--- src/rtl/cache_pkg.sv ---
// Shared definitions for the L1 cache <-> C2 bus line-transfer controller.
package cache_pkg;

   // Line geometry on the C2 bus
   localparam int LINE_BYTES = 16;
   localparam int BUS_W      = 16;
   localparam int LINE_W     = LINE_BYTES * 8;
   localparam int BEATS      = LINE_W / BUS_W;

   // C2 bus command encodings
   typedef enum logic [1:0] {
      C2_NOP        = 2'd0,
      C2_RESPONSE   = 2'd1,
      C2_READ_LINE  = 2'd2,
      C2_WRITE_LINE = 2'd3
   } c2_cmd_e;

   // Miss-service sequencer states
   typedef enum logic [2:0] {
      ST_IDLE    = 3'd0,
      ST_WB_SEND = 3'd1,
      ST_WB_WAIT = 3'd2,
      ST_RD_CMD  = 3'd3,
      ST_RD_WAIT = 3'd4,
      ST_RD_DATA = 3'd5,
      ST_DONE    = 3'd6
   } state_e;

   // States in which the memory is allowed to answer on the bus
   function automatic logic resp_expected(state_e s);
      return (s == ST_WB_WAIT) || (s == ST_RD_WAIT) || (s == ST_RD_DATA);
   endfunction

endpackage

--- src/rtl/cache_mem_ctrl_line_serdes.sv ---
// Line buffer shared by write-back (serialise) and refill (deserialise).
// Parallel load of a whole line, beat-indexed read out, beat-indexed write in.
module line_serdes #(
   parameter  int NUM_LANES = 8,                   // beats per line
   parameter  int VEC_W     = 16,                  // bits per beat
   localparam int IDX_W     = $clog2(NUM_LANES)
) (
   input  logic                                clk,
   input  logic                                rst_n,
   input  logic                                clr,
   input  logic                                load,
   input  logic [NUM_LANES*VEC_W-1:0]          load_data,
   input  logic                                wr_en,
   input  logic [IDX_W-1:0]                    wr_idx,
   input  logic [VEC_W-1:0]                    wr_beat,
   input  logic [IDX_W-1:0]                    rd_idx,
   output logic [VEC_W-1:0]                    rd_beat,
   output logic [NUM_LANES-1:0][VEC_W-1:0]     line
);

   logic [NUM_LANES-1:0][VEC_W-1:0] line_q;

   // One register slot per beat; clear wins over load, load over beat write
   for (genvar b = 0; b < NUM_LANES; b++) begin : g_beat
      always_ff @(posedge clk or negedge rst_n) begin
         if (!rst_n)
            line_q[b] <= '0;
         else if (clr)
            line_q[b] <= '0;
         else if (load)
            line_q[b] <= load_data[b*VEC_W +: VEC_W];
         else if (wr_en && (wr_idx == IDX_W'(b)))
            line_q[b] <= wr_beat;
      end
   end

   assign rd_beat = line_q[rd_idx];
   assign line    = line_q;

endmodule

--- src/rtl/cache_mem_ctrl.sv ---
// Miss-service sequencer: optional dirty-victim write-back, then line refill,
// over the C2 bus. The cache core issues one request and waits for done.
module cache_mem_ctrl
   import cache_pkg::*;
#(
   parameter int LADDR_W = 15,
   parameter int TIMEOUT = 1023
) (
   input  logic                 clk,
   input  logic                 rst_n,
   input  logic                 req_valid,
   output logic                 req_ready,
   input  logic                 req_wb,
   input  logic [LADDR_W-1:0]   req_wb_addr,
   input  logic [LINE_W-1:0]    req_wb_data,
   input  logic [LADDR_W-1:0]   req_rd_addr,
   output logic                 done_valid,
   output logic                 done_err,
   output logic [LINE_W-1:0]    done_data,
   output logic [1:0]           mem_cmd,
   output logic [LADDR_W-1:0]   mem_addr,
   output logic [BUS_W-1:0]     mem_wdata,
   input  logic [BUS_W-1:0]     mem_rdata,
   input  logic                 mem_resp,
   output logic                 proto_err
);

   localparam int BW = $clog2(BEATS);
   localparam int TW = $clog2(TIMEOUT + 1);

   state_e                  state;
   c2_cmd_e                 mem_cmd_q;
   logic [BW-1:0]           beat_cnt;
   logic [TW-1:0]           tcnt;
   logic [LADDR_W-1:0]      rd_addr_q;

   logic                    accept;
   logic                    in_wait;
   logic                    capture;
   logic                    tmo;
   logic                    stray;
   logic [BUS_W-1:0]        wb_beat;
   logic [BEATS-1:0][BUS_W-1:0] line;

   // Handshake, beat capture, timeout and protocol-violation decode
   always_comb begin
      accept  = req_valid && req_ready;
      in_wait = resp_expected(state);
      capture = mem_resp && ((state == ST_RD_WAIT) || (state == ST_RD_DATA));
      tmo     = in_wait && !mem_resp && (tcnt == TW'(TIMEOUT - 1));
      stray   = mem_resp && !in_wait;
   end

   line_serdes #(
      .NUM_LANES (BEATS),
      .VEC_W     (BUS_W)
   ) u_serdes (
      .clk       (clk),
      .rst_n     (rst_n),
      .clr       (tmo),
      .load      (accept),
      .load_data (req_wb_data),
      .wr_en     (capture),
      .wr_idx    (beat_cnt),
      .wr_beat   (mem_rdata),
      .rd_idx    (beat_cnt),
      .rd_beat   (wb_beat),
      .line      (line)
   );

   // Sequencer: state, counters and all registered bus/handshake outputs
   always_ff @(posedge clk or negedge rst_n) begin
      if (!rst_n) begin
         state      <= ST_IDLE;
         req_ready  <= 1'b1;
         done_valid <= 1'b0;
         done_err   <= 1'b0;
         mem_cmd_q  <= C2_NOP;
         mem_addr   <= '0;
         beat_cnt   <= '0;
         tcnt       <= '0;
         rd_addr_q  <= '0;
         proto_err  <= 1'b0;
      end else begin
         if (stray)
            proto_err <= 1'b1;

         case (state)
            ST_IDLE: begin
               if (accept) begin
                  req_ready <= 1'b0;
                  rd_addr_q <= req_rd_addr;
                  beat_cnt  <= '0;
                  if (req_wb) begin
                     state     <= ST_WB_SEND;
                     mem_cmd_q <= C2_WRITE_LINE;
                     mem_addr  <= req_wb_addr;
                  end else begin
                     state     <= ST_RD_CMD;
                     mem_cmd_q <= C2_READ_LINE;
                     mem_addr  <= req_rd_addr;
                  end
               end
            end

            ST_WB_SEND: begin
               if (beat_cnt == BW'(BEATS - 1)) begin
                  state     <= ST_WB_WAIT;
                  mem_cmd_q <= C2_NOP;
                  mem_addr  <= '0;
                  beat_cnt  <= '0;
                  tcnt      <= '0;
               end else begin
                  beat_cnt <= beat_cnt + BW'(1);
               end
            end

            ST_WB_WAIT: begin
               if (mem_resp) begin
                  state     <= ST_RD_CMD;
                  mem_cmd_q <= C2_READ_LINE;
                  mem_addr  <= rd_addr_q;
               end else begin
                  tcnt <= tcnt + TW'(1);
               end
            end

            ST_RD_CMD: begin
               state     <= ST_RD_WAIT;
               mem_cmd_q <= C2_NOP;
               mem_addr  <= '0;
               tcnt      <= '0;
            end

            ST_RD_WAIT: begin
               if (mem_resp) begin
                  state    <= ST_RD_DATA;
                  beat_cnt <= BW'(1);
                  tcnt     <= '0;
               end else begin
                  tcnt <= tcnt + TW'(1);
               end
            end

            ST_RD_DATA: begin
               if (mem_resp) begin
                  tcnt <= '0;
                  if (beat_cnt == BW'(BEATS - 1)) begin
                     state      <= ST_DONE;
                     done_valid <= 1'b1;
                     done_err   <= 1'b0;
                     beat_cnt   <= '0;
                  end else begin
                     beat_cnt <= beat_cnt + BW'(1);
                  end
               end else begin
                  tcnt <= tcnt + TW'(1);
               end
            end

            ST_DONE: begin
               done_valid <= 1'b0;
               done_err   <= 1'b0;
               req_ready  <= 1'b1;
               state      <= ST_IDLE;
            end

            default: state <= ST_IDLE;
         endcase

         // Abort overrides whatever the wait state chose; the line buffer is
         // cleared in the same edge so done_data reads back as zero
         if (tmo) begin
            state      <= ST_DONE;
            done_valid <= 1'b1;
            done_err   <= 1'b1;
            mem_cmd_q  <= C2_NOP;
            mem_addr   <= '0;
            beat_cnt   <= '0;
            tcnt       <= '0;
         end
      end
   end

   assign mem_cmd   = mem_cmd_q;
   assign mem_wdata = (mem_cmd_q == C2_WRITE_LINE) ? wb_beat : '0;
   assign done_data = done_valid ? line : '0;

endmodule

--- config.mk ---
export PLATFORM = sky130hd
export DESIGN_NAME = cache_mem_ctrl
export DESIGN_NICKNAME = d
export VERILOG_FILES = /design/src/rtl/cache_pkg.sv /design/src/rtl/cache_mem_ctrl_line_serdes.sv /design/src/rtl/cache_mem_ctrl.sv
export SDC_FILE = /design/constraint.sdc
export NUM_CORES = 1
export LEC_CHECK = 0
export CORE_ASPECT_RATIO = 1.25
export CORE_UTILIZATION = 40
export CTS_CLUSTER_DIAMETER = 100
export CTS_CLUSTER_SIZE = 25
export DETAILED_ROUTE_END_ITERATION = 6
export DONT_BUFFER_PORTS = 1
export GPL_TIMING_DRIVEN = 1
export PLACE_DENSITY = 0.52
export SYNTH_ARGS = -nofsm -noshare
export SYNTH_HDL_FRONTEND = slang
export SYNTH_HIERARCHICAL = 1
export SYNTH_SLANG_ARGS = --single-unit
--- constraint.sdc ---
create_clock -name clk -period 5.9 [get_ports clk]
set_clock_uncertainty 0.15 [all_clocks]
set_input_delay 0.885 -clock clk [delete_from_list [all_inputs] [get_ports clk]]
set_output_delay 0.885 -clock clk [all_outputs]
set_load 0.02 [all_outputs]
==> qor.json, run 1 <==
{
  "synth_top_cell_area_share": {"value": 40.04, "unit": "%"},
  "grt_antenna_before_repair": {"value": 1},
  "worst-endpoint-required": {"value": 4.87, "unit": "ns"},
  "io-pin-count": {"value": 344},
  "maxSlewHeadroom": {"value": 24.07, "unit": "%"},
  "port_buffers": {"value": 0},
  "post_synth_main_area_contributors": {"value": "dfrtp_1 40%, mux2_2 16%, and2_1 7.3%"},
  "place.detailed.hpwl": {"value": 25.92, "unit": "mm"},
  "clock_latency": {"value": 0.44, "unit": "ns"},
  "global_route_wire_length_before_repair": {"value": 52.33, "unit": "mm"},
  "worst-path-max-fanout": {"value": 24},
  "floorplan.die_area": {"value": 28650, "unit": "um2"},
  "syn_area": {"value": 11190, "unit": "um2"},
  "stdcell_count": {"value": 1369},
  "clk_pin_slew_worst_paths": {"value": 0.08, "unit": "ns"},
  "tritoncts": {"value": "yes"},
  "cts-root-to-sink-buffers": {"value": 2},
  "routed_wirelength": {"value": 36.62, "unit": "mm"},
  "synth_warnings": {"value": 6},
  "start_util": {"value": 40.59, "unit": "%"},
  "synth_cells": {"value": 1074},
  "worst-endpoint-arrival": {"value": 3.04, "unit": "ns"},
  "async_flop_share": {"value": 100.0, "unit": "%"},
  "hold_path.class": {"value": "input port to asynchronous set/reset pin"},
  "finalWeightedCongestion": {"value": 0.9000},
  "max-cap-violations": {"value": 0},
  "grt_util_all_layers": {"value": 25.37, "unit": "%"},
  "cell_internal_pwr": {"value": 3.557, "unit": "mW"},
  "worstSetupPathType": {"value": "flop to output pin"},
  "antenna_cells_inserted": {"value": 0},
  "synth-edff-count": {"value": 0},
  "sw_share": {"value": 38.35, "unit": "%"},
  "sequentialPowerShare": {"value": 42.8, "unit": "%"},
  "detailedRoute.firstPassIterationCount": {"value": 4},
  "h_tree_levels": {"value": 4},
  "worst_pin_slew": {"value": 1.139, "unit": "ns"},
  "die_w": {"value": 151.6, "unit": "um"},
  "synth.lib_cells_used.distinct": {"value": 62},
  "grt_max_degree": {"value": 180},
  "core_area": {"value": 27570, "unit": "um2"},
  "place.detailed.instances": {"value": 1336},
  "cts_resized": {"value": 0},
  "power_density": {"value": 487.6, "unit": "nW/um2"},
  "run_status": {"value": "finished, final reports clean"},
  "final_antenna_net_count": {"value": 0},
  "core.rowCount": {"value": 68},
  "final_nets": {"value": 1189},
  "power.leakage": {"value": 4.759, "unit": "nW"},
  "power_frac_comb": {"value": 37.7, "unit": "%"},
  "avgRoutedWirePerCell": {"value": 26.75, "unit": "um"},
  "fin_crit_sh": {"value": 69.07, "unit": "%"},
  "total_power": {"value": 5.770, "unit": "mW"},
  "synth_area_leader_cell": {"value": "dfrtp_1"},
  "critical_path.startpoint_type": {"value": "flop"},
  "synth.avg_cell_area": {"value": 10.42, "unit": "um2"},
  "synth_seq_cells": {"value": 180},
  "drc_errors": {"value": 0},
  "final_max_slew_viol_count": {"value": 0},
  "switchingPower": {"value": 2.213, "unit": "mW"},
  "cts_setup_buffers": {"value": 0},
  "unrepaired_setup_endpoints_after_global_routing": {"value": "false"},
  "setup_viol": {"value": 0},
  "post_drt_via_cell_ratio": {"value": 5.947},
  "synth_top_flop_cell": {"value": "dfrtp_1"},
  "maxClockFrequency": {"value": 0.2454, "unit": "GHz"},
  "cts_root_buffer": {"value": "clkbuf_16"},
  "fraction_of_layout_instances_using_a_drive_strength_above_1": {"value": 26.79, "unit": "%"},
  "post_syn_nets": {"value": 1257},
  "worst_ir_drop_vdd": {"value": 229.3, "unit": "uV"},
  "die_height": {"value": 189.0, "unit": "um"},
  "vias": {"value": 8141},
  "final.min_clock_period": {"value": 4.075, "unit": "ns"},
  "numCtsBuffers": {"value": 17},
  "setup_tns": {"value": 0, "unit": "ns"},
  "p_clk_share": {"value": 19.5, "unit": "%"},
  "synth_sequential_area_ratio": {"value": 40.27, "unit": "%"},
  "areaGrowthSynthToFinish": {"value": 5.759, "unit": "%"},
  "cts_hold_buf": {"value": 1},
  "grt-ovfl-total": {"value": 0},
  "category_of_the_worst_setup_path_capture_point": {"value": "output pin"},
  "cts.sink_count": {"value": 180},
  "final_hold_viol_count": {"value": 0},
  "grt_pass1_vias": {"value": 8222},
  "num-fill-cells": {"value": 2696},
  "drt_first_iter_violations": {"value": 340}
}
==> synth_stat cells (5+ instances only) <==
cell type    n
dfrtp_1    179
nor3_1       5
nor2b_1      5
mux2_1      21
buf_2       24
nand2_1    142
o31ai_1      5
and2_1     130
mux2_2     158
nor2_1      12
buf_6        5
and3_1      16
mux2_4      10
clkbuf_1    50
a21oi_1    141
buf_4        6
clkbuf_2    10
inv_1        7
o21ai_0     13
a32o_1      20
nand2b_1    18
mux4_2      32
==> critical path: stages, from the launching register on <==
cell and delay (ns):
dfrtp_2 0.92, buf_4 0.45, mux4_2 0.59, mux2_2 0.28, and3_1 0.30
==> state kept, by name, indices dropped and copies added, names as in the netlist <==
signal / flops
u_serdes/line: 128
mem_addr: 15
rd_addr_q: 15
tcnt: 10
beat_cnt: 3
state: 3
mem_cmd: 2
done_err: 1
done_valid: 1
proto_err: 1
req_ready: 1
==> through the flow <==
stage / cell area, um2 / worst slack, ns / utilization, % / hold WS, ns
finish: 11830 / 1.825 / 42.92 / 0.1311
global route: 11830 / 1.608 / 42.92 / 0.1024
CTS: 11830 / 1.728 / 42.92 / 0.1003
detailed placement: 11240 / 1.959 / 40.76 / 0.3475
global placement: 11240 / 2.001 / 40.76 / 0.3425
floorplan: 11190 / 2.754 / - / 0.3176
==> cell type report <==
class	count	area (um2)	share of cell area (%)
inverter	9	36.28	0.3067
sequential	180	4512	38.13
clock inverter	15	142.6	1.205
tap	350	437.9	3.701
clock buffer	17	425.4	3.595
timing repair buffer	12	110.1	0.9305
multi-input combinational	786	6168	52.13
==> routing by layer <==
layer	vias to the layer above	GRT usage, %	routed length (um)
met5	-	0	13
met4	2	9.787	1052
met3	50	7.084	2928
met2	309	45.98	19390
met1	4120	27.51	13240
li1	3660	-	-
==> kinds of logic after synthesis <==
kind of cell	count (synthesis)	share of synthesized area, %
adders and majority gates	4	0.4473
AOI/OAI and AO/OA	211	12.27
and+or+nand+nor	350	16.57
muxes	221	25.80
buffers and inverters	108	4.641
DFF	180	40.27
==> cells in the final DEF (no fill, tap or decap), drive strengths merged, types with 3 or more instances in the layout <==
master	Yosys	routed
a31oi	4	4
o21a	4	4
inv	9	16
nor2	13	13
o21ai	13	13
clkbuf	60	17
or4	6	6
buf	39	12
nor2b	5	5
o41ai	4	4
a32o	20	20
and3	16	16
dfrtp	179	179
clkinvlp	0	4
ha	4	4
o31ai	8	8
and2	131	131
clkinv	0	3
a21oi	143	143
mux2	189	189
nand2	142	142
nand2b	19	19
o2111ai	3	3
nand3	3	3
mux4	32	32
nor3	5	5
==> final timing paths <==
kind / from / end / slack [ns] / depth (start not counted)
max: beat_cnt[0]$_DFFE_PN0P_ / mem_wdata[4] / 1.83 / 4
min: rst_n / req_ready$_DFFE_PN1P_ / 0.13 / 0
max reg2reg: state[1]$_DFFE_PN0P_ / u_serdes/line[48]$_DFFE_PN0P_ / 1.88 / 6
min reg2reg: rd_addr_q[0]$_DFFE_PN0P_ / rd_addr_q[0]$_DFFE_PN0P_ / 0.36 / 1
max in group asynchronous: rst_n / done_valid$_DFFE_PN0P_ / 4.38 / 1
min in group clk: rd_addr_q[0]$_DFFE_PN0P_ / rd_addr_q[0]$_DFFE_PN0P_ / 0.36 / 1
==> power groups by stage <==
stage / Sequential, mW / Clock (mW) / Combinational, mW
final: 2.47 / 1.12 / 2.18
after global routing: 2.55 / 1.20 / 2.33
after CTS: 2.47 / 1.16 / 2.20
after detailed placement: 2.50 / 0 / 2.16
after global placement: 2.48 / 0 / 2.11
after floorplan: 2.12 / 0 / 1.84
(Power assumes the default switching activity.)
==> run 2, diff against run 1 <==
- PLACE_DENSITY: 0.52 -> 0.54
- clock period: 5.9 -> 3.4 ns (I/O delays scaled with it)
==> run 2 against run 1 <==
  * The flow now finishes with violations (hold timing)
  * Final area up 1.5%
  * Worst hold slack worse by 0.51 ns
  * Routed wire length down 2.4%
  * Flip-flop and latch count unchanged
  * Non-clock buffer count up 17
  * Worst setup slack worse by 1.5 ns
  * Final cell count up 1.3%
  * Clock power up 82%
  * First-iteration DRC count down 8.8%
  * Sequential power up 63%
  * Critical path type unchanged
  * Largest power group is now combinational cells
==> qor.json, run 2 (same netlist as run 1, synthesis figures left out) <==
{
  "post_drt_via_cell_ratio": {"value": 5.854},
  "core.rowCount": {"value": 68},
  "final_max_slew_viol_count": {"value": 0},
  "multi_input_comb_area": {"value": 6168, "unit": "um2"},
  "unrepaired_setup_endpoints_after_global_routing": {"value": "false"},
  "place.detailed.instances": {"value": 1354},
  "clk_pin_slew_worst_paths": {"value": 0.07, "unit": "ns"},
  "cpLargestDelayFamily": {"value": "flip-flops"},
  "drt_first_iter_violations": {"value": 310},
  "worst-endpoint-required": {"value": 2.74, "unit": "ns"},
  "hold-worst-slack": {"value": -0.3823, "unit": "ns"},
  "violations": {"value": "hold timing"},
  "flip_flop_count_of_the_largest_register_after_layout": {"value": 128},
  "power.leakage": {"value": 4.867, "unit": "nW"},
  "grt_pass1_vias": {"value": 8251},
  "tritoncts": {"value": "yes"},
  "worst_pin_slew": {"value": 1.009, "unit": "ns"},
  "cts.sink_count": {"value": 180},
  "h_tree_levels": {"value": 4},
  "core_area": {"value": 27570, "unit": "um2"},
  "final_antenna_net_count": {"value": 0},
  "final.min_clock_period": {"value": 3.096, "unit": "ns"},
  "most-common-layout-cells": {"value": "176 x dfrtp_1, 158 x mux2_2, 142 x nand2_1"},
  "maxSlewHeadroom": {"value": 32.75, "unit": "%"},
  "worstPathCellList": {"value": "buf_12 > mux4_2 > mux2_2 > and3_1"},
  "final_hold_viol_count": {"value": 179},
  "detailedRoute.firstPassIterationCount": {"value": 5},
  "place.detailed.hpwl": {"value": 25.52, "unit": "mm"},
  "areaGrowthSynthToFinish": {"value": 7.314, "unit": "%"},
  "vias": {"value": 8120},
  "max-cap-violations": {"value": 0},
  "global_route_wire_length_before_repair": {"value": 51.34, "unit": "mm"},
  "num-fill-cells": {"value": 2711},
  "io-pin-count": {"value": 344},
  "start_util": {"value": 40.59, "unit": "%"},
  "maxClockFrequency": {"value": 0.3230, "unit": "GHz"},
  "routed_wirelength": {"value": 35.76, "unit": "mm"},
  "cp.buffers_inverters": {"value": 1},
  "setup_viol": {"value": 0},
  "slack_of_the_worst_reg_to_reg_path": {"value": 0.60, "unit": "ns"},
  "fin_crit_sh": {"value": 91.04, "unit": "%"},
  "cts-root-to-sink-buffers": {"value": 2},
  "finalWeightedCongestion": {"value": 0.8538},
  "critical_path.slowest_cell": {"value": "dfrtp_2"},
  "critical_path.startpoint_type": {"value": "flop"},
  "cts_root_buffer": {"value": "clkbuf_16"},
  "ff_latch_area": {"value": 4512, "unit": "um2"},
  "grt_max_degree": {"value": 181},
  "grt-ovfl-total": {"value": 0},
  "worst_ir_drop_vdd": {"value": 433.2, "unit": "uV"},
  "drc_errors": {"value": 0},
  "stdcell_count": {"value": 1387},
  "r2r_start": {"value": "state[1]$_DFFE_PN0P_"},
  "numCtsBuffers": {"value": 17},
  "port_buffers": {"value": 0},
  "avgRoutedWirePerCell": {"value": 25.78, "unit": "um"},
  "reg2reg_depth": {"value": 7},
  "final_nets": {"value": 1206},
  "hold_path.class": {"value": "input port to asynchronous set/reset pin"},
  "most_frequent_standard_cell_in_the_layout_excluding_fill_and_tap_cells": {"value": "dfrtp_1"},
  "cpPeakStageDelay": {"value": 0.75, "unit": "ns"},
  "run_status": {"value": "finished, violations left"},
  "worstSetupPathType": {"value": "flop to output pin"},
  "worst_r2r_endpoint": {"value": "u_serdes/line[63]$_DFFE_PN0P_"},
  "power_density": {"value": 841.0, "unit": "nW/um2"},
  "die_w": {"value": 151.6, "unit": "um"},
  "setup_tns": {"value": 0, "unit": "ns"},
  "cts_setup_buffers": {"value": 0},
  "clock_latency": {"value": 0.44, "unit": "ns"},
  "grt_antenna_before_repair": {"value": 0},
  "floorplan.die_area": {"value": 28650, "unit": "um2"},
  "worst-endpoint-arrival": {"value": 2.44, "unit": "ns"},
  "worst-path-max-fanout": {"value": 19},
  "grt_util_all_layers": {"value": 24.59, "unit": "%"},
  "category_of_the_worst_setup_path_capture_point": {"value": "output pin"},
  "die_height": {"value": 189.0, "unit": "um"},
  "cts_resized": {"value": 0},
  "fraction_of_layout_instances_using_a_drive_strength_above_1": {"value": 27.99, "unit": "%"}
}
## run 2: power by group
part | internal, mW | leakage [nW] | switching (mW)
clock | 1.11 | 0.289 | 0.938
combinational | 2.13 | 2.34 | 1.90
sequential | 3.11 | 2.24 | 0.912
total | 6.34 | 4.87 | 3.75
## run 2: layout make-up
class                      count  share of cell area, %
tap                          350                  3.647
clock buffer                  17                  3.543
sequential                   180                  37.58
antenna                        1                0.02084
inverter                       9                 0.3022
clock inverter                15                  1.407
multi-input combinational    786                  51.38
timing repair buffer          29                  2.126
## run 2: how the worst max path moves through the flow
stage / startpoint / depth (start not counted) / endpoint / slack (ns)
after detailed placement: state[1]$_DFFE_PN0P_ / 7 / u_serdes/line[63]$_DFFE_PN0P_ / 0.67
after global placement: state[1]$_DFFE_PN0P_ / 7 / u_serdes/line[51]$_DFFE_PN0P_ / 0.72
after global routing: beat_cnt[2]$_DFFE_PN0P_ / 4 / mem_wdata[3] / 0.23
after floorplan: beat_cnt[0]$_DFFE_PN0P_ / 5 / mem_wdata[0] / 0.63
final: beat_cnt[2]$_DFFE_PN0P_ / 4 / mem_wdata[3] / 0.30
after CTS: beat_cnt[2]$_DFFE_PN0P_ / 4 / mem_wdata[6] / 0.28
## run 2: per-stage QoR
step           power, mW  worst slack [ns]  utilization (%)  cell area, um2
2_1_floorplan      6.863            0.6293                -           11190
3_5_place_dp       8.121            0.6722            41.39           11410
3_3_place_gp       8.033            0.7181            41.39           11410
5_1_grt            10.65            0.2317            43.55           12000
4_1_cts            10.18            0.2824            43.55           12000
6_report           10.10            0.3045            43.55           12010
## run 2: routing by layer
| layer | vias up | global-route usage, % | share of wire, % |
|---|---|---|---|
| li1 | 3706 | - | - |
| met1 | 4076 | 27.03 | 37 |
| met2 | 297 | 44.12 | 52 |
| met3 | 41 | 7.494 | 7.9 |
| met4 | 0 | 8.530 | 2.9 |
| met5 | - | 0 | 0 |
